File: src/rtl/rr_merge8_1_if.sv
// rr_merge8_1_if
// Bundles the eight producer channels and the single merged output channel
// of the round-robin 8:1 merge stage.
//   in_valid  [7:0]          bit k: producer k offers a beat
//   in_data   [8*WIDTH-1:0]  producer k data at [k*WIDTH +: WIDTH]
//   in_ready  [7:0]          bit k: producer k's beat is taken this cycle
//   out_valid                merged output register holds a beat
//   out_data  [WIDTH-1:0]    held beat data
//   out_sel   [2:0]          source channel of the held beat
//   out_ready                consumer accepts the held beat this cycle
// Modports: slave = the merge block, master = producers plus consumer.
interface rr_merge8_1_if #(
   parameter int WIDTH = 32
);
   logic [7:0]         in_valid;
   logic [8*WIDTH-1:0] in_data;
   logic [7:0]         in_ready;
   logic               out_valid;
   logic [WIDTH-1:0]   out_data;
   logic [2:0]         out_sel;
   logic               out_ready;

   modport slave (
      input  in_valid, in_data, out_ready,
      output in_ready, out_valid, out_data, out_sel
   );

   modport master (
      output in_valid, in_data, out_ready,
      input  in_ready, out_valid, out_data, out_sel
   );
endinterface

File: src/rtl/rr_merge8_1.sv
// rr_merge8_1
// Round-robin 8-to-1 merge into one registered output channel. Each beat
// carries its source index on out_sel so a downstream 1:8 demux can route
// responses back.
// Ports:
//   clk    rising-edge clock
//   rst_n  synchronous active-low reset
//   bus    rr_merge8_1_if.slave (eight valid/ready inputs, one output)
// in_ready depends only on in_valid, out_valid, out_ready and the priority
// pointer; the out_ready -> in_ready combinational path is intentional so a
// consume and a load can happen in the same cycle.
module rr_merge8_1 #(
   parameter int WIDTH = 32
) (
   input  logic         clk,
   input  logic         rst_n,
   rr_merge8_1_if.slave bus
);

   typedef enum logic {
      EMPTY = 1'b0,
      FULL  = 1'b1
   } state_t;

   state_t             state;
   state_t             state_nx;
   logic [2:0]         ptr;
   logic [2:0]         grant;
   logic [WIDTH-1:0]   data_q;
   logic [2:0]         sel_q;
   logic [WIDTH-1:0]   grant_data;
   logic               load_ok;
   logic               load;
   logic [7:0]         ready;

   // First requesting channel scanning base, base+1, ... with 3-bit wrap.
   function automatic logic [2:0] pick(input logic [7:0] req,
                                       input logic [2:0] base);
      logic [2:0] idx;
      logic [2:0] g;
      logic       hit;
      g   = base;
      hit = 1'b0;
      for (int i = 0; i < 8; i++) begin
         idx = base + 3'(i);
         if (!hit && req[idx]) begin
            g   = idx;
            hit = 1'b1;
         end
      end
      return g;
   endfunction

   assign grant = pick(bus.in_valid, ptr);

   // Mux selected by the grant only, so in_data never feeds in_ready.
   always_comb begin
      grant_data = '0;
      for (int k = 0; k < 8; k++) begin
         if (grant == 3'(k)) grant_data = bus.in_data[k*WIDTH +: WIDTH];
      end
   end

   always_comb begin
      state_nx = state;
      load_ok  = (state == EMPTY) || bus.out_ready;
      load     = 1'b0;
      ready    = '0;
      case (state)
         EMPTY: begin
            if (|bus.in_valid) begin
               load     = 1'b1;
               state_nx = FULL;
            end
         end
         FULL: begin
            if (bus.out_ready) begin
               if (|bus.in_valid) begin
                  load     = 1'b1;
                  state_nx = FULL;
               end else begin
                  state_nx = EMPTY;
               end
            end
         end
         default: state_nx = EMPTY;
      endcase
      // Grants are suppressed for the whole cycle while reset is asserted.
      if (rst_n && load) ready = 8'b1 << grant;
   end

   always_ff @(posedge clk) begin
      if (!rst_n) state <= EMPTY;
      else        state <= state_nx;
   end

   // Output register and priority pointer; ptr wraps 7 -> 0 by truncation.
   always_ff @(posedge clk) begin
      if (!rst_n) begin
         data_q <= '0;
         sel_q  <= '0;
         ptr    <= '0;
      end else if (load) begin
         data_q <= grant_data;
         sel_q  <= grant;
         ptr    <= grant + 3'd1;
      end
   end

   assign bus.in_ready  = ready;
   assign bus.out_valid = (state == FULL);
   assign bus.out_data  = data_q;
   assign bus.out_sel   = sel_q;

endmodule

File: src/flat_wrapper.sv
// flat-port wrapper written by rule: the top's interface ports become plain ports
module rr_merge8_1_flat 
#(
   parameter int WIDTH = 32
)
  (clk, rst_n, bus_in_valid, bus_in_data, bus_out_ready, bus_in_ready, bus_out_valid, bus_out_data, bus_out_sel);
  rr_merge8_1_if #(.WIDTH(WIDTH)) bus_i ();
  input  logic clk;
  input  logic rst_n;
  input wire logic [$bits(bus_i.in_valid)-1:0] bus_in_valid;
  input wire logic [$bits(bus_i.in_data)-1:0] bus_in_data;
  input wire logic [$bits(bus_i.out_ready)-1:0] bus_out_ready;
  output wire logic [$bits(bus_i.in_ready)-1:0] bus_in_ready;
  output wire logic [$bits(bus_i.out_valid)-1:0] bus_out_valid;
  output wire logic [$bits(bus_i.out_data)-1:0] bus_out_data;
  output wire logic [$bits(bus_i.out_sel)-1:0] bus_out_sel;
  assign bus_i.in_valid = bus_in_valid;
  assign bus_i.in_data = bus_in_data;
  assign bus_i.out_ready = bus_out_ready;
  assign bus_in_ready = bus_i.in_ready;
  assign bus_out_valid = bus_i.out_valid;
  assign bus_out_data = bus_i.out_data;
  assign bus_out_sel = bus_i.out_sel;
  rr_merge8_1 #(.WIDTH(WIDTH)) u_core (.clk(clk), .rst_n(rst_n), .bus(bus_i));
endmodule
File: config.mk
export PLATFORM = sky130hd
export DESIGN_NAME = rr_merge8_1_flat
export DESIGN_NICKNAME = d
export VERILOG_FILES = /design/src/rtl/rr_merge8_1_if.sv /design/src/rtl/rr_merge8_1.sv /design/src/flat_wrapper.sv
export SDC_FILE = /design/constraint.sdc
export NUM_CORES = 1
export LEC_CHECK = 0
export ABC_AREA = 1
export CAP_MARGIN = 10
export CORE_UTILIZATION = 40
export CTS_CLUSTER_SIZE = 24
export DETAILED_ROUTE_END_ITERATION = 10
export GPL_TIMING_DRIVEN = 0
export PLACE_DENSITY = 0.82
export RECOVER_POWER = 50
export SLEW_MARGIN = 20
export SYNTH_ARGS = -nofsm -noshare
export SYNTH_HDL_FRONTEND = slang
export SYNTH_SLANG_ARGS = --single-unit
export TNS_END_PERCENT = 10
File: constraint.sdc
create_clock -name clk -period 5.4 [get_ports clk]
set_input_delay 0.81 -clock clk [delete_from_list [all_inputs] [get_ports clk]]
set_output_delay 0.81 -clock clk [all_outputs]
set_load 0.005 [all_outputs]
==> metrics.md <==
| Metric | Value |
|---|---|
| Place WS | `-0.0888 ns` |
| Clock edge transition at the registers on the reported setup and hold paths | `around 0.060 ns` |
| Horiz. Die Dim | `roughly 120 microns` |
| Multiplexer area fraction after synthesis | `0%` |
| Critical-path top delay cell | `sky130_fd_sc_hd__clkdlybuf4s50_1` |
| Worst-Margin Slew | `just under 0.7 ns` |
| Routed wire length per instance | `between 10 and 15 microns` |
| Top Family by Delay on Critical Path | `buffers and inverters` |
| Sum of negative setup slack | `0 ns` |
| IO Pins | `about 310` |
| NumNets Final | `around 1800` |
| Die Span Y | `about 120 microns` |
| Worst slew margin relative to its limit | `about 54%` |
| DRC violations left | `0` |
| Clk_skew | `about 0.0026 ns` |
| Post-synth EDFFs | `0` |
| Hold-critical path endpoint | `u_core.bus.out_data[19]` |
| Data required time at the worst endpoint | `~4.6 ns` |
| Share of the clock period used by the worst path after layout | `~96%` |
| Critical Path Fanout Max | `10` |
| Number of fill cells in the layout | `roughly 1400` |
| Fraction of the yosys area taken by sequential cells | `around an eighth` |
| Maximum level of the CTS H-tree | `2` |
| Number of instances on the worst hold path | `2` |
| GPL Wtd Cong | `0.967` |
| Total congestion overflow | `0` |
| Number of synthesized register bits | `39` |
| RSZ-0062 raised after global routing | `true` |
| Hold slack final | `roughly 0.46 ns` |
| Avg Cell Area, Syn | `about 4.8 sq um` |
| Dominant register cell in the synthesized netlist | `sky130_fd_sc_hd__dfxtp_1` |
| Initial Util | `a little over two fifths` |
| Layout area overhead | `60.1%` |
| Maximum number of pins on one net before global-route repair | `13` |
| Delay of the slowest cell on the worst path | `~0.52 ns` |
| Total of hold buffers inserted after clock tree synthesis | `0` |
| CP bufs+invs | `7` |
| First-pass GRT wire length | `roughly 37000 microns` |
| Non-Filler Instances | `1714` |
| Mapped Area | `approximately 5900 sq um` |
| PortBufs | `310` |
| Worst reg-to-reg path cell count | `30` |
| Wirelength, routed | `between 20000 and 25000 microns` |
| Vias after detailed routing | `~8400` |
| Area share of fa/ha/maj cells after synthesis | `between 1 and 1.5%` |
| TritonRoute pass-1 iters | `8` |
| FF-to-FF setup slack | `just over 0.8 ns` |
| Path class of the lowest-slack min-delay path | `reg2reg` |
| Maximum operating frequency | `0.193 GHz` |
| Compound-cell area share of the yosys netlist | `under 10%` |
| Sinks on the clock net | `39` |
| Dominant cells by area after synthesis | `sky130_fd_sc_hd__nand2_1, sky130_fd_sc_hd__dfxtp_1, sky130_fd_sc_hd__inv_1, sky130_fd_sc_hd__nand3_1, sky130_fd_sc_hd__nor2_1` |
| Root Buffer Master | `sky130_fd_sc_hd__clkbuf_16` |
| Yosys synthesis warning count | `0` |
| Share of post-route cells with drive strength above 1 | `~7.4%` |
| Largest area contributor in the synthesized netlist | `sky130_fd_sc_hd__nand2_1` |
| Initial antenna violation count | `3` |
| Area share of the largest cell type after synthesis | `35.2%` |
| PnR worst setup slack | `0.226 ns` |
| Diodes inserted | `0` |
| Dominant combinational cell family by area after synthesis | `simple AND/OR/NAND/NOR gates` |
| Global-route usage over all layers | `32.0%` |
| R2R Path Start | `u_core.ptr[1]` |
| Number of buffers added by the clock tree synthesis step | `5` |
| Post-synthesis net count | `1489` |
| Outcome | `finished clean` |
| Fin. Hold Viols | `0` |
| Clock tree from TritonCTS | `built` |
| Series of cell instances along the critical path | `inv_2 > ha_1 > inv_2 > nand3_1 > nand2_1 > nand2_1 > nand2_2 > nand3_2 > nor2_4 > nand3_2 > nor2_2 > nand2_1 > nand2_2 > ha_1 > clkbuf_1 > inv_1 > nor2_4 > inv_2 > buf_2 > nor2_1 > clkdlybuf4s50_1` |
| Setup CP Type | `reg2out` |
| Die Area | `approximately 15000 sq um` |
| Vias in the first global route | `~7700` |
| Drt initial violations | `520` |
| Post-synth ARST share | `0%` |
| CP Data Arrival Time | `4.36 ns` |
| Xor and xnor area share after synthesis | `less than 1%` |
| Max Cap Viol | `0` |
| Number of max-slew violations in the final report | `0` |
| Cell count after synthesis | `1215` |
| Post-route minimum period | `5.17 ns` |
| Antenna Violating Nets Remaining | `0` |
| # placed instances | `approximately 1700` |
| Row count | `43` |
| CORE AREA | `between 10000 and 15000 sq um` |
| Maximum root-to-sink buffer count | `2` |
| Nature of the critical path endpoint | `output port` |
| Launch point of the worst hold path | `u_core.bus.out_data[19]` |
| Average vias per placed instance | `between 4 and 5` |
| Dpl hpwl | `about 21000 microns` |
| Setup Viol. Count Final | `0` |
| Clock network latency to the later pin of the worst-skew pair | `about 0.29 ns` |
| Startpoint kind of the worst setup timing path | `register` |
| Unique masters post-synth | `30` |
| Synthesized-area fraction occupied by and/or/nand/nor cells | `roughly three fifths` |
| Endpoint of the worst-slack reg-to-reg timing path | `u_core.bus.out_data[16]` |
==> cells in the mapped netlist (4+ instances only) <==
cell type and count:
sky130_fd_sc_hd__nor2_1 112, sky130_fd_sc_hd__ha_1 7, sky130_fd_sc_hd__o21ai_1 30, sky130_fd_sc_hd__nand3_1 96, sky130_fd_sc_hd__o21ai_0 7, sky130_fd_sc_hd__clkbuf_1 42
sky130_fd_sc_hd__buf_2 15, sky130_fd_sc_hd__or2_2 32, sky130_fd_sc_hd__inv_2 17, sky130_fd_sc_hd__nand2_1 551, sky130_fd_sc_hd__dfxtp_1 39, sky130_fd_sc_hd__nand4_1 36
sky130_fd_sc_hd__buf_6 6, sky130_fd_sc_hd__buf_4 6, sky130_fd_sc_hd__inv_1 141, sky130_fd_sc_hd__nand2_2 9, sky130_fd_sc_hd__buf_1 7, sky130_fd_sc_hd__a21oi_1 36
sky130_fd_sc_hd__nor2_2 4
==> stage by stage <==
step           instance area, sq um  utilization [%]
4_1_cts                        9370             66.5
2_1_floorplan                  5870                -
3_3_place_gp                   9200             65.3
5_1_grt                        9400             66.7
6_report                       9400             66.7
3_5_place_dp                   9200             65.3
==> worst max path at each step <==
stage	from	endpoint	slack, ns	cells after the start
after floorplan	u_core.ptr[0]	bus_in_ready[7]	1.39	26
after detailed placement	bus_in_valid[5]	bus_in_ready[7]	-0.09	21
after global routing	u_core.ptr[1]	bus_in_ready[2]	-0.07	23
final	u_core.ptr[1]	bus_in_ready[2]	0.23	21
after CTS	u_core.ptr[1]	bus_in_ready[7]	0.02	25
after global placement	bus_in_valid[5]	bus_in_ready[7]	-0.01	25
==> final cells by class <==
cell class / instances / area (sq um) / area share, %
Buffer: 73 / 364 / 3.87
Clock buffer: 6 / 139 / 1.48
Clock inverter: 2 / 35.0 / 0.373
Inverter: 161 / 608 / 6.47
Multi-Input combinational cell: 939 / 4120 / 43.8
Sequential cell: 39 / 781 / 8.30
Tap cell: 180 / 225 / 2.40
Timing Repair Buffer: 313 / 3130 / 33.2
Timing Repair inverter: 1 / 5.00 / 0.0532
==> metal layers <==
layer / track usage (%) / part of all wire [%] / routed length [microns]
met2: 59.1 / 49 / 12200
met1: 36.4 / 39 / 9700
met4: 8.13 / 2.8 / 695
met5: 0 / 0.097 / 24
met3: 7.66 / 8.7 / 2150
==> worst min-delay path: cells and delay by family (launching register included) <==
family | cells | cell delay [ns]
AO/OA/AOI/OAI | 1 | 0.05
flip-flops | 1 | 0.30
AND/OR/NAND/NOR | 1 | 0.06
==> kinds of logic after synthesis <==
group           count (synthesis)
simple gates                  851
buf+inv                       237
compound gates                 77
flops                          39
fa+ha+maj                       7
xor+xnor                        4
==> placed cells by master (no fill, tap or decap), drive strengths merged <==
master           n
o211ai           3
xor2             3
clkinv           4
clkdlybuf4s50  273
o21ai           37
dlygate4sd3     37
nor2           119
bufinv           1
nor3             2
clkinvlp         2
nand3           99
a21oi           37
clkbuf          45
inv            157
or2             32
nand2          561
nand4           36
buf             37
dfxtp           39
ha               7
nor4             2
xnor2            1
==> state kept, by name, summed over array words and instances (netlist names) <==
register              flops
u_core.bus.out_data      32
u_core.bus.out_sel        3
u_core.bus.out_valid      1
u_core.ptr                3
==> timing repair <==
action,in CTS,in global routing
setup buffers,0,3
endpoints found under the setup margin,1,4
gates cloned,0,1
pin swaps,0,1
resized for setup,0,6
Power is not shown: default switching activity piles up to over one toggle a cycle in this logic, so the estimate is an artifact.
